File: src/rtl/fb_arbiter.sv
// Double-buffered frame-buffer arbiter: display reads the front bank,
// host writes the back bank, banks swap only on a frame_sync edge.
module fb_arbiter #(
    parameter int ADDR_W       = 11,
    parameter int DATA_W       = 24,
    parameter int RD_LAT       = 1,
    parameter int STARVE_LIMIT = 4
) (
    input  logic              clk,
    input  logic              rst,
    input  logic              disp_req,
    input  logic [ADDR_W-1:0] disp_addr,
    output logic              disp_gnt,
    output logic              disp_rvalid,
    output logic [DATA_W-1:0] disp_rdata,
    input  logic              host_req,
    input  logic [ADDR_W-1:0] host_addr,
    input  logic [DATA_W-1:0] host_wdata,
    output logic              host_gnt,
    input  logic              host_frame_done,
    input  logic              frame_sync,
    output logic              swap_pending,
    output logic              front_bank,
    output logic              mem_en,
    output logic              mem_we,
    output logic [ADDR_W:0]   mem_addr,
    output logic [DATA_W-1:0] mem_wdata,
    input  logic [DATA_W-1:0] mem_rdata
);

    typedef enum logic {RUN, PENDING} swap_state_t;

    swap_state_t state;
    logic [3:0]  starve_cnt;
    logic [RD_LAT:0] vpipe;
    logic        host_eligible;
    logic        starved;

    // Back bank is locked while a swap waits for the frame edge.
    assign host_eligible = host_req & ~swap_pending;
    assign starved  = host_eligible & (starve_cnt == 4'(STARVE_LIMIT));
    assign host_gnt = ~rst & host_eligible & (starved | ~disp_req);
    assign disp_gnt = ~rst & disp_req & ~starved;

    always_ff @(posedge clk) begin
        if (rst) begin
            starve_cnt <= '0;
        end else if (~host_eligible | host_gnt) begin
            starve_cnt <= '0;
        end else if (starve_cnt != 4'(STARVE_LIMIT)) begin
            starve_cnt <= starve_cnt + 4'd1;
        end
    end

    always_ff @(posedge clk) begin
        if (rst) begin
            mem_en    <= 1'b0;
            mem_we    <= 1'b0;
            mem_addr  <= '0;
            mem_wdata <= '0;
        end else if (disp_gnt) begin
            mem_en   <= 1'b1;
            mem_we   <= 1'b0;
            mem_addr <= {front_bank, disp_addr};
        end else if (host_gnt) begin
            mem_en    <= 1'b1;
            mem_we    <= 1'b1;
            mem_addr  <= {~front_bank, host_addr};
            mem_wdata <= host_wdata;
        end else begin
            mem_en <= 1'b0;
            mem_we <= 1'b0;
        end
    end

    // One stage for the command register plus RD_LAT stages of RAM latency.
    always_ff @(posedge clk) begin
        if (rst) begin
            vpipe <= '0;
        end else begin
            vpipe <= {vpipe[RD_LAT-1:0], disp_gnt};
        end
    end

    assign disp_rvalid = vpipe[RD_LAT];
    assign disp_rdata  = disp_rvalid ? mem_rdata : '0;

    always_ff @(posedge clk) begin
        if (rst) begin
            state        <= RUN;
            swap_pending <= 1'b0;
            front_bank   <= 1'b0;
        end else begin
            unique case (state)
                RUN: begin
                    if (host_frame_done) begin
                        state        <= PENDING;
                        swap_pending <= 1'b1;
                    end
                end
                PENDING: begin
                    if (frame_sync) begin
                        state        <= RUN;
                        swap_pending <= 1'b0;
                        front_bank   <= ~front_bank;
                    end
                end
                default: begin
                    state        <= RUN;
                    swap_pending <= 1'b0;
                end
            endcase
        end
    end

endmodule

File: config.mk
export PLATFORM = sky130hd
export DESIGN_NAME = fb_arbiter
export DESIGN_NICKNAME = d
export VERILOG_FILES = /design/src/rtl/fb_arbiter.sv
export SDC_FILE = /design/constraint.sdc
export NUM_CORES = 1
export LEC_CHECK = 0
export CORE_UTILIZATION = 39
export DETAILED_ROUTE_END_ITERATION = 10
export PLACE_DENSITY = 0.85
export SLEW_MARGIN = 20
export SYNTH_ARGS = -nofsm -noshare
export SYNTH_HDL_FRONTEND = slang
export SYNTH_SLANG_ARGS = --single-unit
File: constraint.sdc
create_clock -name clk -period 2.7 [get_ports clk]
set_input_delay 0.405 -clock clk [delete_from_list [all_inputs] [get_ports clk]]
set_output_delay 0.405 -clock clk [all_outputs]
set_load 0.03 [all_outputs]
=== Word-level counts from Yosys, hierarchy flattened ===
Index checks and enable logic that the tools add are counted.

* Add/sub/neg operators: 1
* $mul: 0
* Divide/modulo/power cells: 0
* Order comparisons: 0
* Equal/unequal tests: 4
* Shifts and indexed selects: 0
* Multiplexer cells: 11
* Bitwise logic cells: 16
* Reduce and logical (&&, ||, !) cells: 6

{| class="wikitable"
|+ Operators with widths
! cell !! count
|-
| $mux W12 || 2
|-
| $mux W24 || 1
|-
| $not A1 Y1 || 8
|-
| $and A1 B1 Y1 || 6
|-
| $mux W1 || 6
|-
| $reduce_and A2 Y1 || 3
|-
| $add A4 B1 Y4 const B || 1
|-
| $eq A4 B3 Y1 const B || 1
|-
| $ne A2 B2 Y1 const B || 2
|-
| $ne A4 B3 Y1 const B || 1
|-
| $pmux W1 S2 || 2
|-
| $reduce_or A2 Y1 || 2
|-
| $or A1 B1 Y1 || 2
|-
| $reduce_bool A2 Y1 || 1
|}

* Register bits after elaboration: 47
* Bits in latches: 0
* Memory bits (writable): 0
* ROM bits: 0
* Bits of input ports: 76
* Output and inout bits: 67
* Word-level logic and storage cells: 47
* Memories kept: 0

=== Longest topological paths before layout ===
* Word-level depth: 7
* Mapped depth: 6
* Mapped depth without buffers: 5

=== Worst setup path before layout ===
No wires, ideal clock.

* Kind: register to output
* From: register starve_cnt[0]
* To: output disp_gnt
* Arrival: 1,419 ps
* Path slack: 876 ps
* Stages on the path, launching flop included: 7
* Buffers on the path: 1
* Cells stage by stage: dfxtp_1 > inv_1 > ha_1 > nand3b_4 > o21ai_1 > buf_2 > nor2_1

* Longest elaborated chain between the ends: 4

{| class="wikitable"
|+ RTL lines
! element !! line !! source
|-
| start, declared || 34 || <nowiki>logic [3:0] starve_cnt;</nowiki>
|-
| start signal, assigned || 51 || <nowiki>starve_cnt <= starve_cnt + 4'd1;</nowiki>
|-
| $eq A4 B3 Y1 || 41 || <nowiki>assign starved = host_eligible & (starve_cnt == 4'(STARVE_LIMIT));</nowiki>
|-
| $and A1 B1 Y1 || 41 ||
|-
| $not A1 Y1 || 43 || <nowiki>assign disp_gnt = ~rst & disp_req & ~starved;</nowiki>
|-
| $and A1 B1 Y1 || 43 ||
|-
| end, declared || 13 || <nowiki>output logic disp_gnt,</nowiki>
|}

No other way between the ends.

=== Worst setup path after layout ===
Same ends and word-level chain as after synthesis.

==> impl_metrics.json <==
{
  "chipHeight_um": 77.46,
  "status": "completed",
  "root_buffer": "clkbuf_8",
  "grt_usage_pct": 19.39,
  "gp_congestion": 0.7781,
  "synth_edf_count": 0,
  "ys_seq_area_share_pct": 42.37,
  "p_per_area_mw_per_mm2": 458.9,
  "synthArstFlopShare_pct": 0,
  "leakagePower_nw": 1.442,
  "critPathKind": "flop to output port",
  "grt_max_degree": 47,
  "critical_path.startpoint_type": "flop",
  "postCtsSetupRepairBufs": 0,
  "netlist_area_mm2": 0.002221,
  "nets": 448,
  "stdcell_area_mm2": 0.003800,
  "dr.pass1.iters": 4,
  "boundaryPins": 143,
  "syn_nets": 310,
  "synth_ff_type": "dfxtp_1",
  "max_freq_ghz": 0.4090,
  "ys_types": 29,
  "vdd_drop_max_uv": 365.8,
  "ys_ff_latch": 47,
  "ys_top_cells_by_area": "dfxtp_1 (42%), nand2b_1 (14%), mux2i_1 (11%), and2_1 (6.8%), o221a_1 (4.1%)",
  "n_antenna_cell": 0,
  "wirelength_um": 5738,
  "period_needed_ns": 2.445,
  "die_x_um": 77.46,
  "first_iter_violations": 78,
  "max_cap_viol_count": 0,
  "yosysMostFrequentCell": "nand2b_1",
  "rsz0062_at_grt": "no",
  "critPathMaxStageDelay_ns": 0.69,
  "portBuffers": 142,
  "antenna_left": 0,
  "hold_viol_final": 0,
  "htreeDepth": 2,
  "cts_buffers": 5,
  "grt_pass1_vias": 1965,
  "synth_top_area_cell": "dfxtp_1",
  "clockBufferDepth": 2,
  "path_cells": "inv_1, ha_1, nand3b_4, o21ai_1, nor2_1, clkdlybuf4s50_1",
  "hp-class": "flop to flop",
  "drc": 0,
  "path_clk_slew_ns": 0.08,
  "setup.worst_path.end_class": "output port",
  "clock_latency_ns": 0.30,
  "max_slew_margin_pct": 63.69,
  "die_area_mm2": 0.006000,
  "path_max_fanout": 6,
  "finalHoldWorstSlack_ns": 0.4420,
  "grt_pass1_wl_um": 9280,
  "wire_per_inst_um": 12.95,
  "grt_overflow": 0,
  "initial_core_util_pct": 40.33,
  "ctsResizeCount": 0,
  "drive_gt1_share_pct": 5.930,
  "clock-sinks": 47,
  "hpwl_um": 4350,
  "required_ns": 2.30,
  "fin_crit_sh_pct": 90.56,
  "critPathArrivalTime_ns": 2.04,
  "yosysTopAreaCellShare_pct": 42.37,
  "cts_hold_buf": 0,
  "avgSynthCellArea_um2": 9.573,
  "area_delta_synth_final_pct": 71.10,
  "final_max_slew_viol_count": 0,
  "critPathSlowestCell": "clkdlybuf4s50_1",
  "vias": 2102,
  "setup-violations-final": 0,
  "tightest_slew_ns": 0.5439,
  "core_mm2": 0.005507,
  "finalClockSkew_ns": 0.005834,
  "fp-row-count": 27,
  "ys_top_cells_by_count": "nand2b_1 (48), dfxtp_1 (47), mux2i_1 (25)",
  "antenna_found_initial": 0,
  "synthCells": 232,
  "cts_tree": "built",
  "finalSetupTns_ns": 0,
  "ys_warn_count": 0,
  "place_area_mm2": 0.003679,
  "via_per_inst": 4.745
}
==> final timing paths <==
check                                                 to  cells after the start                       start  slack (ns)
worst max register to register  mem_addr[0]$_SDFFE_PP0P_                      6  starve_cnt[0]$_SDFFE_PP0N_        1.09
worst max-delay path                            disp_gnt                      6  starve_cnt[0]$_SDFFE_PP0N_        0.25
worst min-delay path                 vpipe[1]$_SDFF_PP0_                      1         vpipe[0]$_SDFF_PP0_        0.44
worst min register to register       vpipe[1]$_SDFF_PP0_                      1         vpipe[0]$_SDFF_PP0_        0.44
==> cells by family after synthesis <==
kind of cell	Yosys count	synth area share, %
xor gates and xnor gates	2	0.7889
adders and majority gates	2	1.127
buffers and inverters	34	6.986
DFF	47	42.37
AOI/OAI and AO/OA	32	12.00
and+or+nand+nor	90	25.46
muxes	25	11.27
==> final cells by class <==
class                   count  area [um^2]
repair buffers            148         1459
inverters                  17        63.81
flip-flops and latches     47        940.9
well taps                  72        90.09
clock inverters             2        38.79
clock buffers               6        82.58
multi-input cells         151         1125
fillers                   422         1707
==> report_power, final <==
part	switching (mW)	internal (mW)
sequential	0.0243	0.734
combinational	0.203	0.240
clock	0.239	0.305
total	0.466	1.28
==> placed cells by master, fill, tap and decap left out, drive strengths merged, types with 2 or more instances in the layout <==
cell type,n
a211o,2
a21oi,3
a31oi,13
and2,24
buf,8
clkbuf,6
clkdlybuf4s50,140
dfxtp,47
ha,2
inv,18
mux2i,25
nand2b,49
nor2,8
nor2b,3
o21ai,2
o221a,11
xnor2,2
==> state kept, by name, indices dropped and copies added, names as in the netlist <==
register	flops
mem_wdata	24
mem_we	1
state	1
starve_cnt	4
mem_en	1
vpipe	2
swap_pending	1
front_bank	1
mem_addr	12
==> through the flow <==
stage / util, % / instances / total power, mW / setup WS, ns
4_1_cts: 69.01 / 443 / 1.764 / 0.2339
3_5_place_dp: 66.80 / 435 / 1.218 / 0.4251
6_report: 69.01 / 443 / 1.744 / 0.2549
5_1_grt: 69.01 / 443 / 1.826 / 0.1435
2_1_floorplan: - / 232 / 0.9932 / 0.8762
3_3_place_gp: 66.80 / 435 / 1.210 / 0.4322
==> layer usage <==
| layer | part of all wire [%] | routed length [um] | track usage [%] | vias up |
|---|---|---|---|---|
| met3 | 8.4 | 484 | 6.000 | 2 |
| met1 | 41 | 2367 | 22.66 | 961 |
| met2 | 50 | 2853 | 33.81 | 92 |
| met5 | 0 | 0 | 0 | - |
| met4 | 0.59 | 34 | 5.660 | 0 |
| li1 | - | - | - | 1047 |
==> worst max-delay path, delay by kind of cell, from the launching register on <==
kind,cells,cell delay [ns]
buf+inv,2,0.75
fa+ha+maj,1,0.24
simple gates,2,0.26
compound gates,1,0.11
flops,1,0.39
Power figures use the tool's default switching activity.
